==> config.mk <==
export PLATFORM = sky130hd
export DESIGN_NAME = vid_timing_gen
export DESIGN_NICKNAME = d
export VERILOG_FILES = /design/src/rtl/vid_timing_pkg.sv /design/src/rtl/vid_timing_gen_sync_delay.sv /design/src/rtl/vid_timing_gen.sv
export SDC_FILE = /design/constraint.sdc
export NUM_CORES = 1
export LEC_CHECK = 0
export BUFFER_PORTS_ARGS = -buffer_cell sky130_fd_sc_hd__buf_4
export CAP_MARGIN = 20
export CORE_ASPECT_RATIO = 0.9
export CORE_MARGIN = 5
export CORE_UTILIZATION = 49
export CTS_CLUSTER_DIAMETER = 40
export DETAILED_ROUTE_END_ITERATION = 6
export PLACE_DENSITY = 0.87
export SLEW_MARGIN = 20
export SYNTH_ARGS = -nofsm -noshare
export SYNTH_HDL_FRONTEND = slang
export SYNTH_HIERARCHICAL = 1
export SYNTH_SLANG_ARGS = --single-unit
==> constraint.sdc <==
create_clock -name vo_clk -period 2.6 [get_ports vo_clk]
set_clock_uncertainty 0.2 [all_clocks]
set_input_delay 0.26 -clock vo_clk [delete_from_list [all_inputs] [get_ports vo_clk]]
set_output_delay 0.26 -clock vo_clk [all_outputs]
set_load 0.01 [all_outputs]
==> src/rtl/vid_timing_pkg.sv <==
// Shared timing defaults, test-pattern encoding and colour-bar table for the
// raster timing generator.
package vid_timing_pkg;

    localparam int DEF_H_ACTIVE = 640;
    localparam int DEF_H_FP     = 16;
    localparam int DEF_H_SYNC   = 96;
    localparam int DEF_H_BP     = 48;
    localparam int DEF_V_ACTIVE = 480;
    localparam int DEF_V_FP     = 10;
    localparam int DEF_V_SYNC   = 2;
    localparam int DEF_V_BP     = 33;

    localparam logic [23:0] PIX_WHITE = 24'hFFFFFF;
    localparam logic [23:0] PIX_BLACK = 24'h000000;
    localparam logic [23:0] PIX_GREY  = 24'h808080;

    typedef enum logic [1:0] {
        PAT_BLACK = 2'd0,
        PAT_BARS  = 2'd1,
        PAT_GRID  = 2'd2,
        PAT_GREY  = 2'd3
    } pattern_e;

    function automatic int h_total(input int active, input int fp, input int sync, input int bp);
        return active + fp + sync + bp;
    endfunction

    function automatic int v_total(input int active, input int fp, input int sync, input int bp);
        return active + fp + sync + bp;
    endfunction

    // Pixels are packed {B,G,R}.
    function automatic logic [23:0] bar_colour(input logic [2:0] idx);
        logic [23:0] c;
        case (idx)
            3'd0:    c = 24'hFFFFFF;
            3'd1:    c = 24'h00FFFF;
            3'd2:    c = 24'hFFFF00;
            3'd3:    c = 24'h00FF00;
            3'd4:    c = 24'hFF00FF;
            3'd5:    c = 24'h0000FF;
            3'd6:    c = 24'hFF0000;
            default: c = 24'h000000;
        endcase
        return c;
    endfunction

endpackage

==> src/rtl/vid_timing_gen_sync_delay.sv <==
// Fixed-depth shift register; reset loads every stage with rst_val so the
// output never shows a stale level after reset.
module sync_delay #(
    parameter int WIDTH = 3,
    parameter int DEPTH = 3
) (
    input  logic             clk,
    input  logic             reset,
    input  logic [WIDTH-1:0] rst_val,
    input  logic [WIDTH-1:0] d,
    output logic [WIDTH-1:0] q
);

    logic [WIDTH-1:0] stages [DEPTH];

    always_ff @(posedge clk) begin
        if (reset) begin
            for (int i = 0; i < DEPTH; i++) begin
                stages[i] <= rst_val;
            end
        end else begin
            stages[0] <= d;
            for (int i = 1; i < DEPTH; i++) begin
                stages[i] <= stages[i-1];
            end
        end
    end

    assign q = stages[DEPTH-1];

endmodule

==> src/rtl/vid_timing_gen.sv <==
// Free-running raster timing generator with test-pattern fill and a
// latency-matched DAC sync/blank path for the returned pipeline pixels.
module vid_timing_gen
    import vid_timing_pkg::*;
#(
    parameter int   H_ACTIVE     = DEF_H_ACTIVE,
    parameter int   H_FP         = DEF_H_FP,
    parameter int   H_SYNC       = DEF_H_SYNC,
    parameter int   H_BP         = DEF_H_BP,
    parameter int   V_ACTIVE     = DEF_V_ACTIVE,
    parameter int   V_FP         = DEF_V_FP,
    parameter int   V_SYNC       = DEF_V_SYNC,
    parameter int   V_BP         = DEF_V_BP,
    parameter logic HS_POL       = 1'b0,
    parameter logic VS_POL       = 1'b0,
    parameter int   PIPE_LATENCY = 3
) (
    input  logic        vo_clk,
    input  logic        vo_reset,
    input  logic [1:0]  pattern_sel,
    output logic        out_vsync,
    output logic        out_req,
    output logic        out_eol,
    output logic        out_eof,
    output logic [23:0] out_pixel,
    input  logic        in_req,
    input  logic [23:0] in_pixel,
    output logic        dac_hsync,
    output logic        dac_vsync,
    output logic        dac_blank_,
    output logic [23:0] dac_pixel,
    output logic        sync_err
);

    localparam int H_TOTAL = h_total(H_ACTIVE, H_FP, H_SYNC, H_BP);
    localparam int V_TOTAL = v_total(V_ACTIVE, V_FP, V_SYNC, V_BP);

    localparam logic [11:0] H_LAST = 12'(H_TOTAL - 1);
    localparam logic [11:0] H_ACT  = 12'(H_ACTIVE);
    localparam logic [11:0] H_EOL  = 12'(H_ACTIVE - 1);
    localparam logic [11:0] HS_BEG = 12'(H_ACTIVE + H_FP);
    localparam logic [11:0] HS_END = 12'(H_ACTIVE + H_FP + H_SYNC);
    localparam logic [11:0] BAR_W  = 12'(H_ACTIVE / 8);

    localparam logic [10:0] V_LAST  = 11'(V_TOTAL - 1);
    localparam logic [10:0] V_ACT   = 11'(V_ACTIVE);
    localparam logic [10:0] V_EOF   = 11'(V_ACTIVE - 1);
    localparam logic [10:0] VS_BEG  = 11'(V_ACTIVE + V_FP);
    localparam logic [10:0] VS_END  = 11'(V_ACTIVE + V_FP + V_SYNC);

    if (PIPE_LATENCY < 1 || PIPE_LATENCY > 15) begin : g_bad_latency
        $error("vid_timing_gen: PIPE_LATENCY must be in 1..15");
    end

    logic [11:0] h_cnt;
    logic [10:0] v_cnt;
    logic        active;
    logic        hs_raw;
    logic        vs_raw;
    logic        frame_start;
    logic [2:0]  bar_idx;
    logic [23:0] pix_next;
    pattern_e    pat_q;
    pattern_e    pat_cur;
    logic        hs_q;
    logic        vs_q;
    logic [2:0]  dly_q;

    always_ff @(posedge vo_clk) begin
        if (vo_reset) begin
            h_cnt <= '0;
            v_cnt <= '0;
        end else if (h_cnt == H_LAST) begin
            h_cnt <= '0;
            v_cnt <= (v_cnt == V_LAST) ? '0 : v_cnt + 11'd1;
        end else begin
            h_cnt <= h_cnt + 12'd1;
        end
    end

    assign active      = (h_cnt < H_ACT) && (v_cnt < V_ACT);
    assign hs_raw      = (h_cnt >= HS_BEG) && (h_cnt < HS_END);
    assign vs_raw      = (v_cnt >= VS_BEG) && (v_cnt < VS_END);
    assign frame_start = (h_cnt == '0) && (v_cnt == '0);
    assign bar_idx     = 3'(h_cnt / BAR_W);

    // The first pixel of a frame already uses the pattern being latched.
    assign pat_cur = frame_start ? pattern_e'(pattern_sel) : pat_q;

    always_comb begin
        pix_next = PIX_BLACK;
        if (active) begin
            case (pat_cur)
                PAT_BARS: pix_next = bar_colour(bar_idx);
                PAT_GRID: pix_next = (h_cnt[3:0] == 4'd0 || v_cnt[3:0] == 4'd0) ? PIX_WHITE : PIX_BLACK;
                PAT_GREY: pix_next = PIX_GREY;
                default:  pix_next = PIX_BLACK;
            endcase
        end
    end

    always_ff @(posedge vo_clk) begin
        if (vo_reset) begin
            out_req   <= 1'b0;
            out_eol   <= 1'b0;
            out_eof   <= 1'b0;
            out_vsync <= 1'b0;
            out_pixel <= '0;
            hs_q      <= ~HS_POL;
            vs_q      <= ~VS_POL;
            pat_q     <= PAT_BLACK;
        end else begin
            out_req   <= active;
            out_eol   <= active && (h_cnt == H_EOL);
            out_eof   <= active && (h_cnt == H_EOL) && (v_cnt == V_EOF);
            out_vsync <= (h_cnt == '0) && (v_cnt == VS_BEG);
            out_pixel <= pix_next;
            hs_q      <= hs_raw ? HS_POL : ~HS_POL;
            vs_q      <= vs_raw ? VS_POL : ~VS_POL;
            if (frame_start) begin
                pat_q <= pattern_e'(pattern_sel);
            end
        end
    end

    // Sync/blank travel alongside the stream so they line up with in_req.
    sync_delay #(
        .WIDTH (3),
        .DEPTH (PIPE_LATENCY)
    ) u_sync_delay (
        .clk     (vo_clk),
        .reset   (vo_reset),
        .rst_val ({~HS_POL, ~VS_POL, 1'b0}),
        .d       ({hs_q, vs_q, out_req}),
        .q       (dly_q)
    );

    always_ff @(posedge vo_clk) begin
        if (vo_reset) begin
            dac_hsync  <= ~HS_POL;
            dac_vsync  <= ~VS_POL;
            dac_blank_ <= 1'b0;
            dac_pixel  <= '0;
            sync_err   <= 1'b0;
        end else begin
            dac_hsync  <= dly_q[2];
            dac_vsync  <= dly_q[1];
            dac_blank_ <= dly_q[0];
            dac_pixel  <= dly_q[0] ? in_pixel : '0;
            if (in_req != dly_q[0]) begin
                sync_err <= 1'b1;
            end
        end
    end

endmodule

==> reports/results.ini, run 1 <==
[run_status]
status = completed

[final_layout]
postLayoutCoreUtil_pct = 69.4
area_delta_synth_final_pct = 36.0
layout_common_cells = buf_4 (129), dfxtp_1 (69), nor2_1 (45)
stdcell_area_um2 = 4960
n_antenna_cell = 0
final_nets = 570
final_common_cell = buf_4
fillers = 488
drive_gt1_share_pct = 32.8

[clock_network]
clock_path_buffers = 2
cts_buffers = 9
clkTransAtPathRegs_ps = 80
cts.sinks = 74
cts_root_buf = clkbuf_8
cts_tree = done
cts.htree.levels = 3
clk_latency_ps = 360

[die]
die_h_um = 91.8
die_w_um = 101
rows = 29
die_area_um2 = 9270
io_pins = 85
start_util_pct = 51.0
core_area_um2 = 7150

[critical_path]
crit_chain = or4_4, nand4bb_4, nor3_4, buf_4, mux2i_2, nor2_1, inv_1, a2111oi_2
cp_data_required_time_ps = 2650
crit_buf_inv = 2
crit_path_max_incr_delay_ps = 590
path_class = reg2reg
cp-end-kind = flip-flop
crit_path_max_fanout = 8
crit_path_start_kind = flip-flop
cp.arrival_ps = 2650
cp_slowest_cell = or4_4
critPathTopFamily = simple AND/OR/NAND/NOR gates

[grt]
grt_pass1_vias = 3420
grt_max_degree = 27
track_usage_pct = 23.4
antenna_found_initial = 0
grt_first_pass_wirelength_um = 17300
gr-total-overflow = 0

[logic_synthesis]
yosys_warnings = 6
ys_types = 64
yosysTopAreaCell = dfxtp_1
synth_edf_count = 0
syn_inst = 412
ys_seq_area_share_pct = 40.6
syn_area_um2 = 3650
syn_area_per_cell_um2 = 8.85
async_reset_ff_share_pct = 0
yosys-top-cells-area = dfxtp_1 (41%), nor2_1 (4.6%), buf_4 (4.3%)
yosysTopAreaCellShare_pct = 40.6
synth_flop_cell = dfxtp_1
ys_seq_elements = 74

[detailed_routing]
antenna_left = 0
drtIter0Drc = 225
wire_per_inst_um = 17.3
drt_first_pass_iters = 6
via_per_inst = 5.36
num_vias = 3406
drc = 0
wl_um = 11000

[power]
total_leakage_power_nw = 2.15
powerDensity_nw_per_um2 = 500
ir_worst_vdd_mv = 0.443

[sta]
finalMaxSlewViolations = 0
setup_ws_ps = 1.11
finalHoldViolations = 0
rsz0062_at_grt = yes
period_needed_ps = 2600
finalSetupViolCount = 0
max_freq_mhz = 385
fin_crit_sh_pct = 100
relSlewSlack_pct = 48.8
tightest_slew_ps = 764
hold-worst-slack_ps = 9.29

[job]
maxCapViolations = 0

[hold_path]
hp-class = in2reg

[placed_design]
gp_congestion = 0.901
place_area_um2 = 4480
post-place-ws_ps = -129
io_buffer_count = 84
dp_hpwl_um = 7150

## power by group
group	switching (mW)	leakage (nW)	internal, mW	total, mW
clock	0.441	0.0966	0.445	0.885
sequential	0.0359	0.610	1.19	1.22
combinational	0.163	1.44	0.208	0.371
total	0.640	2.15	1.84	2.48
## cells by family after synthesis
logic type / synth area share (%)
other: 0.206
XOR/XNOR: 5.77
flip-flops: 40.6
buffers and inverters: 8.96
AND/OR/NAND/NOR: 26.5
multiplexers: 4.53
AO/OA/AOI/OAI: 12.1
adder cells (fa/ha/maj): 1.37
## cell type report
type / instances / area [um2] / share of cell area [%]
clock buffer: 10 / 128 / 2.57
clock inverter: 6 / 65.1 / 1.31
inverter: 11 / 41.3 / 0.833
multi-input combinational: 287 / 1890 / 38.1
sequential: 74 / 1490 / 30.1
tap: 93 / 116 / 2.35
timing repair buffer: 154 / 1230 / 24.8
## synth_stat cells, types with 2 or more instances
cell type / n
dfxtp_1: 74
nor2_1: 45
and2_1: 24
nand2_1: 24
buf_4: 21
nand3_1: 16
a21oi_1: 14
clkbuf_1: 14
nor3_1: 14
o21ai_0: 14
xnor2_1: 12
xor2_1: 12
inv_1: 11
nand2b_1: 11
mux2_4: 9
buf_2: 6
nand4_1: 6
nor3b_1: 6
o22ai_1: 5
ha_1: 4
nor2b_1: 4
nor4_1: 4
nor4b_1: 4
a211oi_1: 3
buf_1: 3
buf_6: 3
mux2i_1: 3
or2_2: 3
a21o_1: 2
a221o_1: 2
a221oi_1: 2
conb_1: 2
o32ai_1: 2
or3_1: 2
or4_4: 2
## repair_timing
action	4_1_cts	5_1_grt
resized for setup	4	7
setup endpoints to repair	2	6
endpoints found under the hold margin	24	0
pin swaps	0	1
buffers inserted	1	1
hold buffers	24	0
## final timing paths
kind / startpoint / to / slack (ps) / cells past startpoint
setup / recovery: h_cnt[11] / out_pixel[23] / 1 / 8
hold / removal: in_req / sync_err / 9 / 4
setup reg to reg: h_cnt[11] / out_pixel[23] / 1 / 8
hold reg to reg: u_sync_delay/stages[0][8] / dac_hsync / 220 / 1
## layer usage
metal  part of all wire (%)  global-route usage, %
met4                    1.9                   7.31
met3                    6.2                   5.01
met2                     51                   41.7
met5                      0                      0
met1                     41                   28.0
## worst reg2reg max path, cell delays in order, from the launching register on
cell and delay [ps]:
dfxtp_2 370, or4_4 590, nand4bb_4 240, nor3_4 170, buf_4 190, mux2i_2 90, nor2_1 180, inv_1 100
a2111oi_2 370
## flip-flops by register name, indices dropped and copies added, names as in the netlist, 2 cells and up
register	cells
v_cnt	11
u_sync_delay/stages	9
h_cnt	12
dac_pixel	24
out_pixel	6
pat_q	2
## metrics by stage
| stage | setup TNS, ps | total power, mW | std cells |
|---|---|---|---|
| global route | -134 | 2.56 | 635 |
| detailed placement | -129 | 1.57 | 593 |
| global placement | -78.0 | 1.55 | 593 |
| CTS | 0 | 2.47 | 634 |
| floorplan | 0 | 1.44 | 419 |
| finish | 0 | 2.48 | 635 |
(Power assumes the default switching activity.)
==> inputs of run 2 (changes only) <==
PLACE_DENSITY = 0.77   (was 0.87)
==> reports/results.ini, run 2 (same netlist as run 1, synthesis figures left out) <==
[run_status]
status = completed

[final_layout]
final_common_cell = buf_4
area_delta_synth_final_pct = 36.7
seq_area_um2 = 1490  ; about the same
fillers = 526  ; +7.8%
largest_register_ffs = 24  ; unchanged
drive_gt1_share_pct = 33.1  ; +0.25 points
final_nets = 575  ; +0.88%
largestRegisters = dac_pixel: 24 flops, h_cnt: 12 flops, v_cnt: 11 flops
layout_common_cells = buf_4 (135), dfxtp_1 (70), nor2_1 (45)
postLayoutCoreUtil_pct = 69.7  ; +0.39 points
n_antenna_cell = 0  ; unchanged
top_register = dac_pixel
multiInputGateArea_um2 = 1890  ; about the same

[sta]
fin_crit_sh_pct = 99.3  ; -0.61 points
rsz0062_at_grt = yes
max_freq_mhz = 387  ; +0.62%
hold-worst-slack_ps = 12.4  ; +3.14 ps
finalHoldViolations = 0  ; unchanged
period_needed_ps = 2580  ; -15.9 ps
tightest_slew_ps = 719  ; -45.2 ps
finalSetupViolCount = 0  ; unchanged
finalMaxSlewViolations = 0  ; unchanged
relSlewSlack_pct = 51.8  ; +3.0 points

[critical_path]
critPathTopFamily = simple AND/OR/NAND/NOR gates
crit_buf_inv = 0  ; -2
cp_slowest_cell = or4_4
crit_path_max_incr_delay_ps = 570  ; -20 ps
crit_chain = or4_4, nand4bb_4, nor3_4, mux2i_2, o21a_1, o2111ai_1, a2111oi_2
cp.arrival_ps = 2620  ; -30 ps
cp_data_required_time_ps = 2630  ; -20 ps
crit_path_start_kind = flip-flop
crit_path_max_fanout = 16  ; +8
path_class = reg2reg
cp-end-kind = flip-flop

[detailed_routing]
wire_per_inst_um = 16.1  ; -6.8%
num_vias = 3353  ; -1.6%
antenna_left = 0  ; unchanged
drt_first_pass_iters = 5  ; -1
via_per_inst = 5.24  ; -2.3%
wl_um = 10300  ; -6.1%
drc = 0  ; unchanged
drtIter0Drc = 264  ; +17%

[placed_design]
dp_hpwl_um = 6970  ; -2.5%
io_buffer_count = 84  ; unchanged
gp_congestion = 0.920  ; +2.1%

[clock_network]
cts.htree.levels = 3  ; unchanged
clk_latency_ps = 340  ; -20 ps
clkTransAtPathRegs_ps = 80  ; about the same
post-cts-setup-buffer-count = 0  ; -1
cts_tree = done
cts_root_buf = clkbuf_8
cts.sinks = 74  ; unchanged
clock_path_buffers = 2  ; unchanged
cts_buffers = 9  ; unchanged

[die]
rows = 29  ; unchanged
die_area_um2 = 9270  ; unchanged
core_area_um2 = 7150  ; unchanged
die_h_um = 91.8  ; unchanged
die_w_um = 101  ; unchanged
io_pins = 85  ; unchanged
start_util_pct = 51.0  ; unchanged

[grt]
track_usage_pct = 22.3  ; -1.1 points
grt_pass1_vias = 3191  ; -6.7%
antenna_found_initial = 0  ; unchanged
gr-total-overflow = 0  ; unchanged
grt_first_pass_wirelength_um = 16500  ; -4.7%
grt_max_degree = 26  ; -3.7%

[power]
ir_worst_vdd_mv = 0.386  ; -13%
powerDensity_nw_per_um2 = 493  ; -1.5%
total_leakage_power_nw = 2.17  ; +1.1%
power_mw = 2.46  ; -0.93%

[job]
maxCapViolations = 0  ; unchanged

[hold_path]
hp-class = in2reg

run 2: worst min-delay path, stage by stage:
cell	delay (ps)
buf_4	90
mux2i_1	80
nor2_1	80
run 2: routing by layer:
metal / wire [um] / track usage [%] / share of wire (%) / up-vias
met2: 5190 / 37.5 / 50 / 136
met1: 4260 / 28.9 / 41 / 1551
met5: 0 / 0 / 0 / -
met3: 736 / 4.70 / 7.1 / 14
met4: 138 / 6.09 / 1.3 / 0
li1: - / - / - / 1652
run 2: per-stage QoR:
stage / cells / area [um2] / setup WS (ps) / TNS, ps
2_1_floorplan: 419 / 3670 / 3.05 / 0
3_3_place_gp: 600 / 4520 / -79.0 / -90.7
3_5_place_dp: 600 / 4520 / -142 / -229
4_1_cts: 640 / 4960 / -0.611 / -0.611
5_1_grt: 640 / 4980 / -174 / -174
6_report: 640 / 4980 / 17.0 / 0
run 2: area by class of cell:
class | count | share of cell area, %
clock buffer | 10 | 2.56
tap | 93 | 2.33
multi-input combinational | 287 | 37.9
clock inverter | 6 | 1.31
sequential | 74 | 29.9
timing repair buffer | 159 | 25.2
inverter | 11 | 0.828
run 2: repair_timing:
| action | 4_1_cts | 5_1_grt |
|---|---|---|
| setup endpoints to repair | 4 | 3 |
| pin swaps | 0 | 2 |
| hold buffers | 24 | 0 |
| endpoints found under the hold margin | 24 | 0 |
| resized for setup | 5 | 6 |
run 2: worst paths after layout:
path	startpoint	slack (ps)	depth (start not counted)	end
max	h_cnt[10]	20	7	out_pixel[23]
min	pattern_sel[1]	10	3	pat_q[1]
max reg2reg	h_cnt[10]	20	7	out_pixel[23]
min reg2reg	u_sync_delay/stages[0][8]	220	1	dac_hsync
run 2: power breakdown:
part	internal, mW	total [mW]	switching (mW)
registers	1.19	1.22	0.0323
logic	0.207	0.360	0.153
clock network	0.445	0.878	0.433
total	1.84	2.46	0.618
==> inputs of run 3 (changes only) <==
SETUP_SLACK_MARGIN = 0.2   (was not set)
==> reports/results.ini, run 3 (same netlist as run 1, synthesis figures left out) <==
[run_status]
status = completed

[clock_network]
cts_root_buf = clkbuf_8
clk_latency_ps = 340  ; about the same
cts.sinks = 74  ; unchanged
cts_buffers = 9  ; unchanged
cts_tree = done
clkTransAtPathRegs_ps = 80  ; about the same
clock_path_buffers = 2  ; unchanged
cts.htree.levels = 3  ; unchanged

[hold_path]
hold_depth = 2  ; -1
holdPathEnd = h_cnt[2]
hp-class = in2reg
min_from = vo_reset

[final_layout]
layout_common_cells = buf_4 (145), dfxtp_1 (70), nor2_1 (42)
largest_register_ffs = 24  ; unchanged
n_antenna_cell = 0  ; unchanged
final_nets = 589  ; +2.4%
top_register = dac_pixel
final_common_cell = buf_4
drive_gt1_share_pct = 37.1  ; +4.1 points
area_delta_synth_final_pct = 42.5
largestRegisters = dac_pixel: 24 flops, h_cnt: 12 flops, v_cnt: 11 flops
postLayoutCoreUtil_pct = 72.7  ; +3.0 points

[grt]
gr-total-overflow = 0  ; unchanged
antenna_found_initial = 0  ; unchanged
track_usage_pct = 23.0  ; +0.71 points
grt_max_degree = 26  ; unchanged
grt_first_pass_wirelength_um = 17200  ; +4.2%
grt_pass1_vias = 3530  ; +11%

[die]
start_util_pct = 51.0  ; unchanged
rows = 29  ; unchanged
io_pins = 85  ; unchanged
die_w_um = 101  ; unchanged
die_h_um = 91.8  ; unchanged
die_area_um2 = 9270  ; unchanged
core_area_um2 = 7150  ; unchanged

[job]
maxCapViolations = 0  ; unchanged

[sta]
tightest_slew_ps = 744  ; +25.4 ps
finalSetupViolCount = 0  ; unchanged
rsz0062_at_grt = yes
relSlewSlack_pct = 50.1  ; -1.7 points
finalHoldViolations = 0  ; unchanged
max_freq_mhz = 392  ; +1.4%
fin_crit_sh_pct = 98.0  ; -1.3 points
hold-worst-slack_ps = 44.2  ; +31.7 ps
finalMaxSlewViolations = 0  ; unchanged
period_needed_ps = 2550  ; -34.4 ps

[detailed_routing]
wire_per_inst_um = 16.6  ; +3.0%
drt_first_pass_iters = 5  ; unchanged
wl_met1_um = 4330  ; +1.7%
wl_um = 10900  ; +5.1%
num_vias = 3487  ; +4.0%
top_layer = met4
drc = 0  ; unchanged
via_per_inst = 5.34  ; +1.9%
dr_wl_met2_um = 5610  ; +8.1%
met3RoutedLength_um = 686  ; -6.8%
drtIter0Drc = 159  ; -40%
antenna_left = 0  ; unchanged

[power]
powerDensity_nw_per_um2 = 498  ; +1.1%
power_mw = 2.59  ; +5.4%
total_leakage_power_nw = 2.26  ; +4.0%
ir_worst_vdd_mv = 0.320  ; -17%

[critical_path]
r2r_end = out_pixel[23]
crit_chain = buf_6, or4_4, nand4bb_4, nor3_4, mux2i_1, o21a_1, o2111ai_2, a2111oi_2
crit_path_start_kind = flip-flop
cp.arrival_ps = 2590  ; -30 ps
r2r_start = h_cnt[11]
crit_path_max_incr_delay_ps = 480  ; -90 ps
crit_path_max_fanout = 6  ; -10
cp_slowest_cell = or4_4
cp-end-kind = flip-flop
cp_data_required_time_ps = 2640  ; about the same
reg2reg_slack_ps = 50  ; +30 ps
reg2reg_depth = 8  ; +1
critPathTopFamily = simple AND/OR/NAND/NOR gates
crit_buf_inv = 1  ; +1
path_class = reg2reg

[placed_design]
gp_congestion = 1.01  ; +9.8%
io_buffer_count = 84  ; unchanged
dp_hpwl_um = 7160  ; +2.7%

[run 3: cell count changes in the layout (fill, tap and decap cells not counted), moves of 2 or more]
| cell | previous run | this run |
|---|---|---|
| buf_4 | 135 | 145 |
| a21oi_2 | 0 | 2 |
| nor2_1 | 45 | 42 |
| buf_6 | 0 | 2 |
| nor2_2 | 0 | 2 |
| a21oi_1 | 14 | 12 |
[run 3: worst max-delay path by stage]
stage	cells past startpoint	slack, ps	to	from
after global placement	8	-210	out_pixel[23]	h_cnt[10]
after floorplan	8	20	out_pixel[23]	h_cnt[11]
final	8	50	out_pixel[23]	h_cnt[11]
after detailed placement	8	-160	out_pixel[23]	h_cnt[10]
after CTS	8	3	out_pixel[23]	h_cnt[11]
after global routing	8	-60	out_pixel[23]	h_cnt[10]
[run 3: power by group]
| part | switching [mW] | leakage, nW | internal (mW) |
|---|---|---|---|
| Sequential | 0.0333 | 0.609 | 1.19 |
| Combinational | 0.166 | 1.54 | 0.228 |
| Clock | 0.437 | 0.106 | 0.538 |
| Total | 0.636 | 2.26 | 1.95 |
[run 3: metal layers]
metal	vias to the layer above	track usage [%]
met3	23	4.70
met4	0	7.86
met2	124	41.6
met5	-	0
met1	1665	26.8
li1	1675	-
[run 3: cell type report]
class	instances	area [um2]
repair buffers	173	1380
clock inverters	6	90.1
flip-flops and latches	74	1490
well taps	93	116
multi-input cells	287	1960
inverters	11	41.3
clock buffers	9	124
fillers	499	1950
[run 3: repair_timing]
item,in CTS,in global routing
setup endpoints to repair,26,22
hold buffers,24,0
gates resized for setup,16,14
endpoints found under the hold margin,24,0
pin swaps,9,4
buffers inserted,9,0
[run 3: worst reg2reg max path, stage by stage (launching register included)]
cell	delay [ps]
dfxtp_4	370
buf_6	110
or4_4	480
nand4bb_4	230
nor3_4	200
mux2i_1	270
o21a_1	170
o2111ai_2	120
a2111oi_2	300
[run 3: per-stage QoR]
| step | std cells | instance area, um2 | setup TNS (ps) | worst slack [ps] |
|---|---|---|---|---|
| global route | 653 | 5200 | -106 | -59.9 |
| finish | 653 | 5200 | 0 | 51.4 |
| detailed placement | 605 | 4570 | -242 | -156 |
| floorplan | 419 | 3680 | 0 | 19.4 |
| global placement | 605 | 4570 | -237 | -205 |
| CTS | 653 | 5140 | 0 | 3.29 |
